File: src/rtl/prbs_checker_err_cnt.sv
// Saturating up-counter with synchronous clear (clear has priority over enable).
module prbs_err_cnt #(
    parameter int W = 32
) (
    input  logic         clk,
    input  logic         rst,
    input  logic         clr,
    input  logic         en,
    output logic [W-1:0] count
);

    logic [W-1:0] count_q;
    logic [W-1:0] count_d;

    always_comb begin
        count_d = count_q;
        if (clr) begin
            count_d = '0;
        end else if (en && (count_q != '1)) begin
            count_d = count_q + W'(1);
        end
    end

    always_ff @(posedge clk or negedge rst) begin
        if (!rst) begin
            count_q <= '0;
        end else begin
            count_q <= count_d;
        end
    end

    assign count = count_q;

endmodule

File: config.mk
export PLATFORM = sky130hd
export DESIGN_NAME = prbs_err_cnt
export DESIGN_NICKNAME = d
export VERILOG_FILES = /design/src/rtl/prbs_checker_err_cnt.sv
export SDC_FILE = /design/constraint.sdc
export NUM_CORES = 1
export LEC_CHECK = 0
export CAP_MARGIN = 20
export CORE_UTILIZATION = 55
export DETAILED_ROUTE_END_ITERATION = 10
export PLACE_DENSITY = 0.91
export SETUP_SLACK_MARGIN = 0.5
export SLEW_MARGIN = 20
export SYNTH_ARGS = -nofsm -noshare
export SYNTH_HDL_FRONTEND = slang
export SYNTH_SLANG_ARGS = --single-unit
File: constraint.sdc
create_clock -name clk -period 3.1 [get_ports clk]
set_input_delay 0.62 -clock clk [delete_from_list [all_inputs] [get_ports clk]]
set_output_delay 0.62 -clock clk [all_outputs]
set_load 0.005 [all_outputs]
==> out/summary.txt, run 1 <==
=========================================================================================
Global-route wire length before repair .....................................      6790 µm
Remaining global-route overflow ............................................            0
CTS Buf Count ..............................................................            5
Routed via count ...........................................................         1632
CTS max path bufs ..........................................................            2
Flip-flop count of the largest register after layout .......................           32
TritonCTS clock tree .......................................................         done
Number of distinct library cells after synthesis ...........................           42
CTS clock-pin slew for the worst setup and hold paths ......................       100 ps
Die area ...................................................................     3610 µm²
Row count ..................................................................           20
Number of I/O port buffers .................................................           35
Worst reg2reg startpoint ...................................................     count[0]
Worst hold path cell count .................................................            2
Routed WL per cell .........................................................      14.9 µm
Leak pwr ...................................................................  0.000912 µW
Number of antenna violations at the first check in global routing ..........            0
Setup TNS ..................................................................         0 ps
Data required time of the critical path ....................................      3330 ps
Area of the core ...........................................................     3130 µm²
Critical setup path kind ................................................... flop to flop
HPWL Detailed ..............................................................      2850 µm
Average cell area after synthesis ..........................................     9.37 µm²
Result of the run .......................................................... finished clean
Worst hold-check slack .....................................................       611 ps
DR DRC count ...............................................................            0
Sort of element at the end of the critical path ............................         flop
Total Routed Length ........................................................      4150 µm
Routing usage on met3 ......................................................       0.0476
Achievable frequency .......................................................      419 MHz
Ports placed on the boundary ...............................................           36
Count of state elements after synthesis ....................................           32
Prevailing post-synth register cell ........................................ sky130_fd_sc_hd__dfrtp_1
Type of element launching the critical path ................................         flop
Type of the most critical hold path ........................................ flop to flop
1st-iter DRT viols .........................................................          117
Met2 usage .................................................................        0.410
Library cell with the highest instance count after synthesis ............... sky130_fd_sc_hd__dfrtp_1
Residual antenna-violating net count after detailed routing ................            0
Resize count post-CTS ......................................................            0
Initial core utilization ...................................................        0.593
Final Power ................................................................       736 µW
Final core utilization .....................................................        0.738
Area growth, synth to finish ...............................................        24.4%
Final critical-path share of the clock period ..............................        0.771
RR Endpoint ................................................................    count[19]
Worst setup margin .........................................................       711 ps
Count of final max-slew check failures .....................................            0
Sequential element share of the synthesized area ...........................        0.432
Cell type with the highest aggregate area in the netlist ................... sky130_fd_sc_hd__dfrtp_1
Most used routing layer ....................................................         met2
Die Wd .....................................................................      60.1 µm
Final Hold Vio Count .......................................................            0
Register-to-register path setup slack ......................................       710 ps
CTS H-tree depth ...........................................................            2
Antenna Cells ..............................................................            0
Summed instance area of the synthesized netlist ............................     1850 µm²
Proportion of layout cells with a drive suffix above 1 .....................        0.106
Worst IR Drop VDD ..........................................................     0.244 mV
Cell types occupying the most area after synthesis ......................... sky130_fd_sc_hd__dfrtp_1, sky130_fd_sc_hd__nor2_1, sky130_fd_sc_hd__xnor2_1
Clock Tree Root ............................................................ sky130_fd_sc_hd__clkbuf_4
Commonest cells in the netlist ............................................. sky130_fd_sc_hd__dfrtp_1, sky130_fd_sc_hd__nor2_1, sky130_fd_sc_hd__nand3_1
Synth warnings .............................................................            0
Met1 GRT Util ..............................................................        0.339
Hold buffer count at cts ...................................................            0
Final estimated routing congestion in global placement .....................        0.827
Number of max-cap violations ...............................................            0
Via count normalized by instance count .....................................         5.85
Unrepaired setup endpoints after global routing ............................           no
Sinks on the clock net .....................................................           32
Worst-path fanout max ......................................................           19
Startpoint of the tightest hold check path .................................    count[15]
Worst Hold End .............................................................    count[15]
Clock latency on the worst-skew pair .......................................       340 ps
Setup violations, final ....................................................            0
Via count of the first global-routing pass .................................         1487
Tightest slew margin relative to the limit .................................        0.567
Clock skew .................................................................      8.16 ps
Cell count after synthesis .................................................          198
Clock period minus final worst setup slack .................................      2390 ps
Worst r2r path cells .......................................................            6
Count of TritonRoute iterations in the first routing pass ..................            4
Fraction of post-synthesis cell area in the top cell type by area ..........        0.432
Number of buffers added for setup after CTS ................................            0
Gr usage total .............................................................        0.259
Pre-CTS setup slack ........................................................       406 ps
Worst endpoint data arrival time ...........................................      2620 ps
Final Net Count ............................................................          240
Proportion of register bits with asynchronous set or reset after synthesis .         1.00
Largest net degree at the start of global routing ..........................           41
Pwr dens ...................................................................   319 nW/µm²
Number of flops mapped to enable cells by yosys ............................            0
Die H ......................................................................      60.1 µm
Least-Margin Pin Slew ......................................................       644 ps
Synthesized netlist net count ..............................................          203
=========================================================================================
## final cells by class
class | instances | area, µm²
Sequential cell | 32 | 801
Clock buffer | 7 | 65.1
Inverter | 7 | 26.3
Timing Repair Buffer | 37 | 365
Tap cell | 44 | 55.1
Multi-Input combinational cell | 152 | 995
Fill cell | 246 | 821
## stage by stage
stage	area, µm²	cells
after floorplan	1850	198
after global placement	2240	272
after detailed placement	2240	272
after CTS	2310	279
after global routing	2310	279
final	2310	279
## worst max-delay path by stage
stage | end | start | slack (ps) | depth (start not counted)
CTS | count[19] | count[0] | 730 | 6
detailed placement | count[31] | en | 410 | 6
global route | count[29] | count[0] | 540 | 6
global placement | count[31] | en | 480 | 6
finish | count[19] | count[0] | 710 | 6
floorplan | count[31] | en | 1150 | 6
## placed cells by master (no fill, tap or decap), types with 2 or more instances in the layout
master	synthesis	final
sky130_fd_sc_hd__clkdlybuf4s50_1	0	35
sky130_fd_sc_hd__dfrtp_1	32	32
sky130_fd_sc_hd__nor2_1	26	26
sky130_fd_sc_hd__nand3_1	12	12
sky130_fd_sc_hd__nand2_1	11	11
sky130_fd_sc_hd__a21oi_1	11	11
sky130_fd_sc_hd__xnor2_1	10	10
sky130_fd_sc_hd__inv_1	7	7
sky130_fd_sc_hd__and3_1	7	7
sky130_fd_sc_hd__nor2b_1	6	6
sky130_fd_sc_hd__nand4_1	6	6
sky130_fd_sc_hd__mux2_2	5	5
sky130_fd_sc_hd__a211oi_1	5	5
sky130_fd_sc_hd__or3_1	5	5
sky130_fd_sc_hd__clkbuf_4	0	5
sky130_fd_sc_hd__nor3_1	4	4
sky130_fd_sc_hd__o21ai_0	4	4
sky130_fd_sc_hd__nor4_1	4	4
sky130_fd_sc_hd__and2_1	3	3
sky130_fd_sc_hd__a21o_1	3	3
sky130_fd_sc_hd__xor2_1	3	3
sky130_fd_sc_hd__o31ai_1	3	3
sky130_fd_sc_hd__or4_1	3	3
sky130_fd_sc_hd__nor4_2	2	2
sky130_fd_sc_hd__nand2b_1	2	2
sky130_fd_sc_hd__a31o_2	2	2
sky130_fd_sc_hd__clkbuf_8	0	2
sky130_fd_sc_hd__buf_4	1	2
## cells by family (layout without fill, tap and decap cells)
logic type	after synthesis	in the layout	synth area share
flops	32	32	0.432
xor+xnor	13	13	0.0614
mux	7	7	0.0439
fa+ha+maj	1	1	0.00675
simple gates	99	99	0.305
buf+inv	14	51	0.0317
compound gates	32	32	0.119
## power breakdown
| group | internal [µW] | switching [µW] | total, µW |
|---|---|---|---|
| Clock | 128 | 143 | 271 |
| Combinational | 16.5 | 24.9 | 41.4 |
| Sequential | 420 | 3.85 | 424 |
| Total | 565 | 172 | 736 |
## routing by layer
metal | vias to the layer above | routed length, µm | share of wire
li1 | 788 | - | -
met1 | 785 | 1870 | 0.45
met2 | 49 | 2000 | 0.48
met3 | 10 | 200 | 0.048
met4 | 0 | 82 | 0.020
met5 | - | 0 | 0
## worst max-delay path, stage by stage, from the launching register on
cell	delay, ps
sky130_fd_sc_hd__dfrtp_1	440
sky130_fd_sc_hd__ha_1	240
sky130_fd_sc_hd__nand4_1	240
sky130_fd_sc_hd__nor4_2	420
sky130_fd_sc_hd__a21o_1	520
sky130_fd_sc_hd__nor3_1	120
sky130_fd_sc_hd__mux2_2	290
(Power assumes the default switching activity.)
==> run 2: changes to the inputs <==
Settings changed: CORE_UTILIZATION 55 to 51, PLACE_DENSITY 0.91 to 0.86.
Clock period 3.1 ns to 2.5 ns, I/O delays scaled along.
==> run 2 against run 1 <==
Net effect:
- first-iteration DRC count grew 0.85%
- clock power grew 24%
- non-clock buffer count rose by 14
- largest cell class unchanged
==> out/summary.txt, run 2 (synthesized netlist as in run 1, its figures left out) <==
=====================================================================================
CTS Buf Count ..........................................................            5   unchanged
Largest net degree at the start of global routing ......................           41   unchanged
Final Hold Vio Count ...................................................            0   unchanged
Worst-path cell with the longest stage delay ........................... sky130_fd_sc_hd__or4_1   was sky130_fd_sc_hd__a21o_1
Number of buffer and inverter stages on the critical path ..............            1   was 0
Ports placed on the boundary ...........................................           36   unchanged
Maximum cell stage delay along the critical path .......................       470 ps   was 520 ps
HPWL Detailed ..........................................................      2830 µm   was 2850 µm
Remaining global-route overflow ........................................            0   unchanged
Type of element launching the critical path ............................         flop   unchanged
Tightest slew margin relative to the limit .............................        0.594   was 0.567
Unrepaired setup endpoints after global routing ........................          yes   was no
Non-filler cells in the finished layout ................................          296   was 279
Area growth, synth to finish ...........................................        36.2%   was 24.4%
Clock latency on the worst-skew pair ...................................       340 ps   about the same
Die area ...............................................................     3880 µm²   was 3610 µm²
Hold buffer count at cts ...............................................            0   unchanged
Gr usage total .........................................................        0.252   was 0.259
Number of max-cap violations ...........................................            0   unchanged
Flip-flop count of the largest register after layout ...................           32   unchanged
Clock Tree Root ........................................................ sky130_fd_sc_hd__clkbuf_4   unchanged
Result of the run ...................................................... finished clean   unchanged
Count of TritonRoute iterations in the first routing pass ..............            5   was 4
TritonCTS clock tree ...................................................         done   unchanged
Global-route wire length before repair .................................      7580 µm   was 6790 µm
Clock period minus final worst setup slack .............................      1960 ps   was 2390 ps
Pwr dens ...............................................................   366 nW/µm²   was 319 nW/µm²
Antenna Cells ..........................................................            0   unchanged
Data required time of the critical path ................................      2770 ps   was 3330 ps
Residual antenna-violating net count after detailed routing ............            0   unchanged
Design Area, Final .....................................................     2530 µm²   was 2310 µm²
Standard cell area after detailed placement ............................     2270 µm²   was 2240 µm²
Worst-path fanout max ..................................................            6   was 19
Inst Count DP ..........................................................          276   was 272
Final critical-path share of the clock period ..........................        0.785   was 0.771
Critical setup path kind ............................................... flop to flop   unchanged
Total Routed Length ....................................................      4810 µm   was 4150 µm
Register-to-register path setup slack ..................................       540 ps   was 710 ps
Count of fill cells added during filler insertion ......................          247   was 246
Initial core utilization ...............................................        0.543   was 0.593
Final Net Count ........................................................          255   was 240
CTS H-tree depth .......................................................            2   unchanged
Row count ..............................................................           21   was 20
Setup violations, final ................................................            0   unchanged
Worst-path cell chain .................................................. ha_2 > nand4_1 > nor4_4 > buf_4 > a21o_2 > or4_1 > a21oi_1   was ha_1 > nand4_1 > nor4_2 > a21o_1 > nor3_1 > mux2_2
Count of final max-slew check failures .................................            0   unchanged
Achievable frequency ...................................................      510 MHz   was 419 MHz
Area of the core .......................................................     3420 µm²   was 3130 µm²
DR DRC count ...........................................................            0   unchanged
Most frequent standard cell in the layout excluding fill and tap cells . sky130_fd_sc_hd__clkdlybuf4s50_1   unchanged
CTS max path bufs ......................................................            2   unchanged
Worst IR Drop VDD ......................................................     0.297 mV   was 0.244 mV
1st-iter DRT viols .....................................................          118   was 117
Number of antenna violations at the first check in global routing ......            0   unchanged
Sort of element at the end of the critical path ........................         flop   unchanged
Final core utilization .................................................        0.740   was 0.738
Via count of the first global-routing pass .............................         1601   was 1487
Proportion of layout cells with a drive suffix above 1 .................        0.200   was 0.106
Number of I/O port buffers .............................................           35   unchanged
Routed WL per cell .....................................................      16.2 µm   was 14.9 µm
Routed via count .......................................................         1779   was 1632
Sinks on the clock net .................................................           32   unchanged
Worst endpoint data arrival time .......................................      2230 ps   was 2620 ps
Type of the most critical hold path .................................... input pin to asynchronous set/reset pin   was flop to flop
Die Wd .................................................................      62.3 µm   was 60.1 µm
Final estimated routing congestion in global placement .................        0.840   was 0.827
Via count normalized by instance count .................................         6.01   was 5.85
Die H ..................................................................      62.3 µm   was 60.1 µm
CP top delay family .................................................... simple AND/OR/NAND/NOR gates   unchanged
Least-Margin Pin Slew ..................................................       604 ps   was 644 ps
Leak pwr ...............................................................   0.00106 µW   was 0.000912 µW
CTS clock-pin slew for the worst setup and hold paths ..................       100 ps   about the same
Commonest non-fill, non-tap cells in the layout ........................ sky130_fd_sc_hd__clkdlybuf4s50_1, sky130_fd_sc_hd__dfrtp_1, sky130_fd_sc_hd__nor2_1   unchanged
Setup TNS ..............................................................         0 ps   unchanged
Clock skew .............................................................      5.43 ps   was 8.16 ps
=====================================================================================
run 2: cell types whose count changed in the layout (fill, tap and decap cells not counted), sizes merged:
cell / previous run / this run
buf: 2 / 16
a21o: 3 / 4
clkdlybuf4s50: 35 / 34
dlymetal6s2s: 0 / 1
run 2: worst register-to-register path: stages, from the launching register on:
cell and delay (ps):
sky130_fd_sc_hd__dfrtp_1 400, sky130_fd_sc_hd__ha_2 220, sky130_fd_sc_hd__nand4_1 160, sky130_fd_sc_hd__nor4_4 50, sky130_fd_sc_hd__buf_4 170, sky130_fd_sc_hd__a21o_2 270
sky130_fd_sc_hd__or4_1 470, sky130_fd_sc_hd__a21oi_1 160
run 2: power by group:
part	switching (µW)	total (µW)	internal, µW	leakage (µW)
Clock	176	335	159	0.0000374
Combinational	36.3	65.1	28.8	0.000572
Sequential	2.79	523	521	0.000446
Total	215	923	709	0.00106
run 2: path summary, 6_finish.rpt:
check                                from        end  cells after the start
worst min register to register  count[25]  count[25]                      2
max in group asynchronous             rst  count[11]                      2
min in group clk                count[25]  count[25]                      2
worst max-delay path             count[0]  count[21]                      7
worst max register to register   count[0]  count[21]                      7
worst min-delay path                  rst  count[10]                      2
run 2: metal layers:
metal / global-route usage / up-vias / wire (µm)
li1: - / 822 / -
met5: 0 / - / 0
met2: 0.400 / 64 / 2410
met4: 0.145 / 0 / 162
met1: 0.327 / 878 / 2010
met3: 0.0404 / 15 / 227
run 2: area by class of cell:
class,count,area [µm²],area share
Clock buffer,7,65.1,0.0258
Inverter,7,26.3,0.0104
Multi-Input combinational cell,153,1090,0.430
Sequential cell,32,801,0.317
Tap cell,46,57.6,0.0228
Timing Repair Buffer,51,489,0.194
run 2: timing repair:
item	CTS	global route
cloned	0	1
buffers inserted	7	5
gates resized for setup	7	10
pin swaps	3	7
setup endpoints to repair	14	26
run 2: metrics by stage:
| step | total power [µW] | setup slack [ps] | hold WS [ps] |
|---|---|---|---|
| 2_1_floorplan | 558 | 550 | 204 |
| 3_3_place_gp | 589 | 118 | 570 |
| 3_5_place_dp | 590 | 59.8 | 582 |
| 4_1_cts | 923 | 493 | 572 |
| 5_1_grt | 960 | 468 | 586 |
| 6_report | 923 | 537 | 555 |
==> run 3: changes to the inputs <==
Settings changed: CORE_UTILIZATION 51 to 46, PLACE_DENSITY 0.86 to 0.82.
Clock period 2.5 ns to 1.79 ns, I/O delays scaled along.
==> run 3 against run 2 <==
Net effect:
- the flow now finishes with violations (negative setup slack)
- highest routed layer unchanged
- hold slack worse by 35 ps
- wire length is 100% higher
- global-route usage is 9.7 points higher
- core utilization is 22 points higher
- sequential share of layout area is 9.5 points lower
- critical path depth is 1 higher
- largest power group unchanged
- clock skew is 1.3 ps lower
- critical path type unchanged
- clock-buffer cell count is 1 higher
==> out/summary.txt, run 3 (synthesized netlist as in run 1, its figures left out) <==
=====================================================================================
Result of the run ...................................................... finished, violations left   was finished clean
Violations in the final reports ........................................ negative setup slack
Clock latency on the worst-skew pair ...................................       300 ps   was 340 ps
Global-route wire length before repair .................................     10900 µm   was 7580 µm
Row count ..............................................................           22   was 21
Number of antenna violations at the first check in global routing ......            0   unchanged
Least-Margin Pin Slew ..................................................       491 ps   was 604 ps
CTS Buf Count ..........................................................            5   unchanged
Die H ..................................................................      65.5 µm   was 62.3 µm
TritonCTS clock tree ...................................................         done   unchanged
Count of TritonRoute iterations in the first routing pass ..............            5   unchanged
Type of the most critical hold path .................................... input pin to asynchronous set/reset pin   unchanged
Sort of element at the end of the critical path ........................         flop   unchanged
Worst setup margin .....................................................      -236 ps   was 537 ps
Achievable frequency ...................................................      494 MHz   was 510 MHz
Clock skew .............................................................      4.16 ps   was 5.43 ps
Data required time of the critical path ................................      1970 ps   was 2770 ps
Die area ...............................................................     4290 µm²   was 3880 µm²
Largest net degree at the start of global routing ......................           41   unchanged
Count of final max-slew check failures .................................            0   unchanged
Final Power ............................................................      1470 µW   was 923 µW
Via count of the first global-routing pass .............................         2274   was 1601
CTS clock-pin slew for the worst setup and hold paths ..................        70 ps   was 100 ps
Final critical-path share of the clock period ..........................         1.13   was 0.785
Worst-path cell with the longest stage delay ........................... sky130_fd_sc_hd__dfrtp_1   was sky130_fd_sc_hd__or4_1
Remaining global-route overflow ........................................            0   unchanged
Register-to-register path setup slack ..................................      -240 ps   was 540 ps
Tightest slew margin relative to the limit .............................        0.670   was 0.594
Setup violations, final ................................................           29   was 0
HPWL Detailed ..........................................................      3570 µm   was 2830 µm
Commonest non-fill, non-tap cells in the layout ........................ sky130_fd_sc_hd__buf_6, sky130_fd_sc_hd__buf_4, sky130_fd_sc_hd__dfrtp_1   was sky130_fd_sc_hd__clkdlybuf4s50_1, sky130_fd_sc_hd__dfrtp_1, sky130_fd_sc_hd__nor2_1
Worst reg2reg startpoint ...............................................    count[18]   was count[0]
Worst-path fanout max ..................................................            4   was 6
Ports placed on the boundary ...........................................           36   unchanged
Area growth, synth to finish ...........................................        94.3%   was 36.2%
Worst IR Drop VDD ......................................................     0.561 mV   was 0.297 mV
Sinks on the clock net .................................................           32   unchanged
DR DRC count ...........................................................            0   unchanged
Leak pwr ...............................................................   0.00165 µW   was 0.00106 µW
Multi-input gate area ..................................................     1300 µm²   was 1090 µm²
Clock period minus final worst setup slack .............................      2030 ps   was 1960 ps
Die Wd .................................................................      65.5 µm   was 62.3 µm
Reg area ...............................................................      801 µm²   unchanged
CP top delay family .................................................... buffers and inverters   was simple AND/OR/NAND/NOR gates
Cell repeated most along the worst path ................................ sky130_fd_sc_hd__buf_4
Initial core utilization ...............................................        0.492   was 0.543
Standard cell area after detailed placement ............................     2670 µm²   was 2270 µm²
Total Routed Length ....................................................      9790 µm   was 4810 µm
Routed via count .......................................................         2459   was 1779
Proportion of layout cells with a drive suffix above 1 .................        0.583   was 0.200
Final Net Count ........................................................          335   was 255
Maximum cell stage delay along the critical path .......................       400 ps   was 470 ps
Pwr dens ...............................................................   407 nW/µm²   was 366 nW/µm²
Most frequent standard cell in the layout excluding fill and tap cells . sky130_fd_sc_hd__buf_6   was sky130_fd_sc_hd__clkdlybuf4s50_1
Area of the core .......................................................     3770 µm²   was 3420 µm²
Number of I/O port buffers .............................................           35   unchanged
Final Hold Vio Count ...................................................            0   unchanged
CTS max path bufs ......................................................            2   unchanged
Gr usage total .........................................................        0.350   was 0.252
Number of buffer and inverter stages on the critical path ..............            3   was 1
Routed WL per cell .....................................................      25.8 µm   was 16.2 µm
1st-iter DRT viols .....................................................          274   was 118
Via count normalized by instance count .................................         6.49   was 6.01
Count of fill cells added during filler insertion ......................           87   was 247
Number of max-cap violations ...........................................            0   unchanged
Type of element launching the critical path ............................         flop   unchanged
Hold buffer count at cts ...............................................            0   unchanged
Design Area, Final .....................................................     3600 µm²   was 2530 µm²
CTS H-tree depth .......................................................            2   unchanged
Residual antenna-violating net count after detailed routing ............            0   unchanged
Setup TNS ..............................................................     -3370 ps   was 0 ps
Worst r2r path cells ...................................................            8   was 7
Unrepaired setup endpoints after global routing ........................          yes   unchanged
RR Endpoint ............................................................     count[1]   was count[21]
Flip-flop count of the largest register after layout ...................           32   unchanged
Critical setup path kind ............................................... flop to flop   unchanged
Clock Tree Root ........................................................ sky130_fd_sc_hd__clkbuf_8   was sky130_fd_sc_hd__clkbuf_4
Worst endpoint data arrival time .......................................      2200 ps   was 2230 ps
Worst-path cell chain .................................................. nand4_1 > buf_4 > nor4_4 > buf_4 > a31oi_4 > buf_4 > mux2i_1 > nor2_1   was ha_2 > nand4_1 > nor4_4 > buf_4 > a21o_2 > or4_1 > a21oi_1
Final estimated routing congestion in global placement .................        0.818   was 0.840
Antenna Cells ..........................................................            0   unchanged
=====================================================================================
## run 3: cell count changes in the layout (fill, tap and decap cells not counted), moves of 4 or more
cell / change
sky130_fd_sc_hd__buf_6: +84
sky130_fd_sc_hd__clkbuf_8: +4
sky130_fd_sc_hd__clkdlybuf4s50_1: -32
sky130_fd_sc_hd__buf_4: +22
sky130_fd_sc_hd__nand3_1: -5
sky130_fd_sc_hd__clkbuf_4: -5
sky130_fd_sc_hd__a211oi_2: +4
sky130_fd_sc_hd__a21oi_1: -7
sky130_fd_sc_hd__a21oi_2: +5
sky130_fd_sc_hd__buf_2: +5
sky130_fd_sc_hd__a211oi_1: -5
## run 3: timing repair
action                     4_1_cts  5_1_grt
pin swaps                       10       17
setup endpoints to repair       64       64
setup buffers                   36        8
resized for setup              202       60
## run 3: through the flow
step	setup WS, ps	hold slack, ps	util	std cells
finish	-236	521	0.955	379
global route	-276	542	0.955	379
CTS	-67.2	488	0.873	371
detailed placement	-453	614	0.707	327
global placement	-371	565	0.707	327
floorplan	-85.6	62.4	-	198
## run 3: worst max path at each step
stage,startpoint,endpoint,cells past startpoint
finish,count[18],count[1],8
global route,count[18],count[1],8
CTS,en,count[31],6
detailed placement,en,count[29],6
global placement,en,count[27],6
floorplan,count[0],count[3],6
## run 3: routing by layer
layer  vias to the layer above  GRT usage  wire length (µm)
met4                         0      0.182               719
met1                      1183      0.392              3410
met3                        74     0.0868               907
li1                        979          -                 -
met5                         -          0                 0
met2                       223      0.607              4750
## run 3: area by class of cell
class / instances / area share
Timing Repair Buffer: 132 / 0.367
Multi-Input combinational cell: 152 / 0.362
Sequential cell: 32 / 0.222
Clock buffer: 8 / 0.0250
Tap cell: 48 / 0.0167
Inverter: 7 / 0.00729
## run 3: where the power goes
group,leakage [µW],internal (µW),switching [µW]
combinational,0.00116,52.1,71.6
clock,0.0000455,314,298
sequential,0.000446,727,4.58
total,0.00165,1090,374
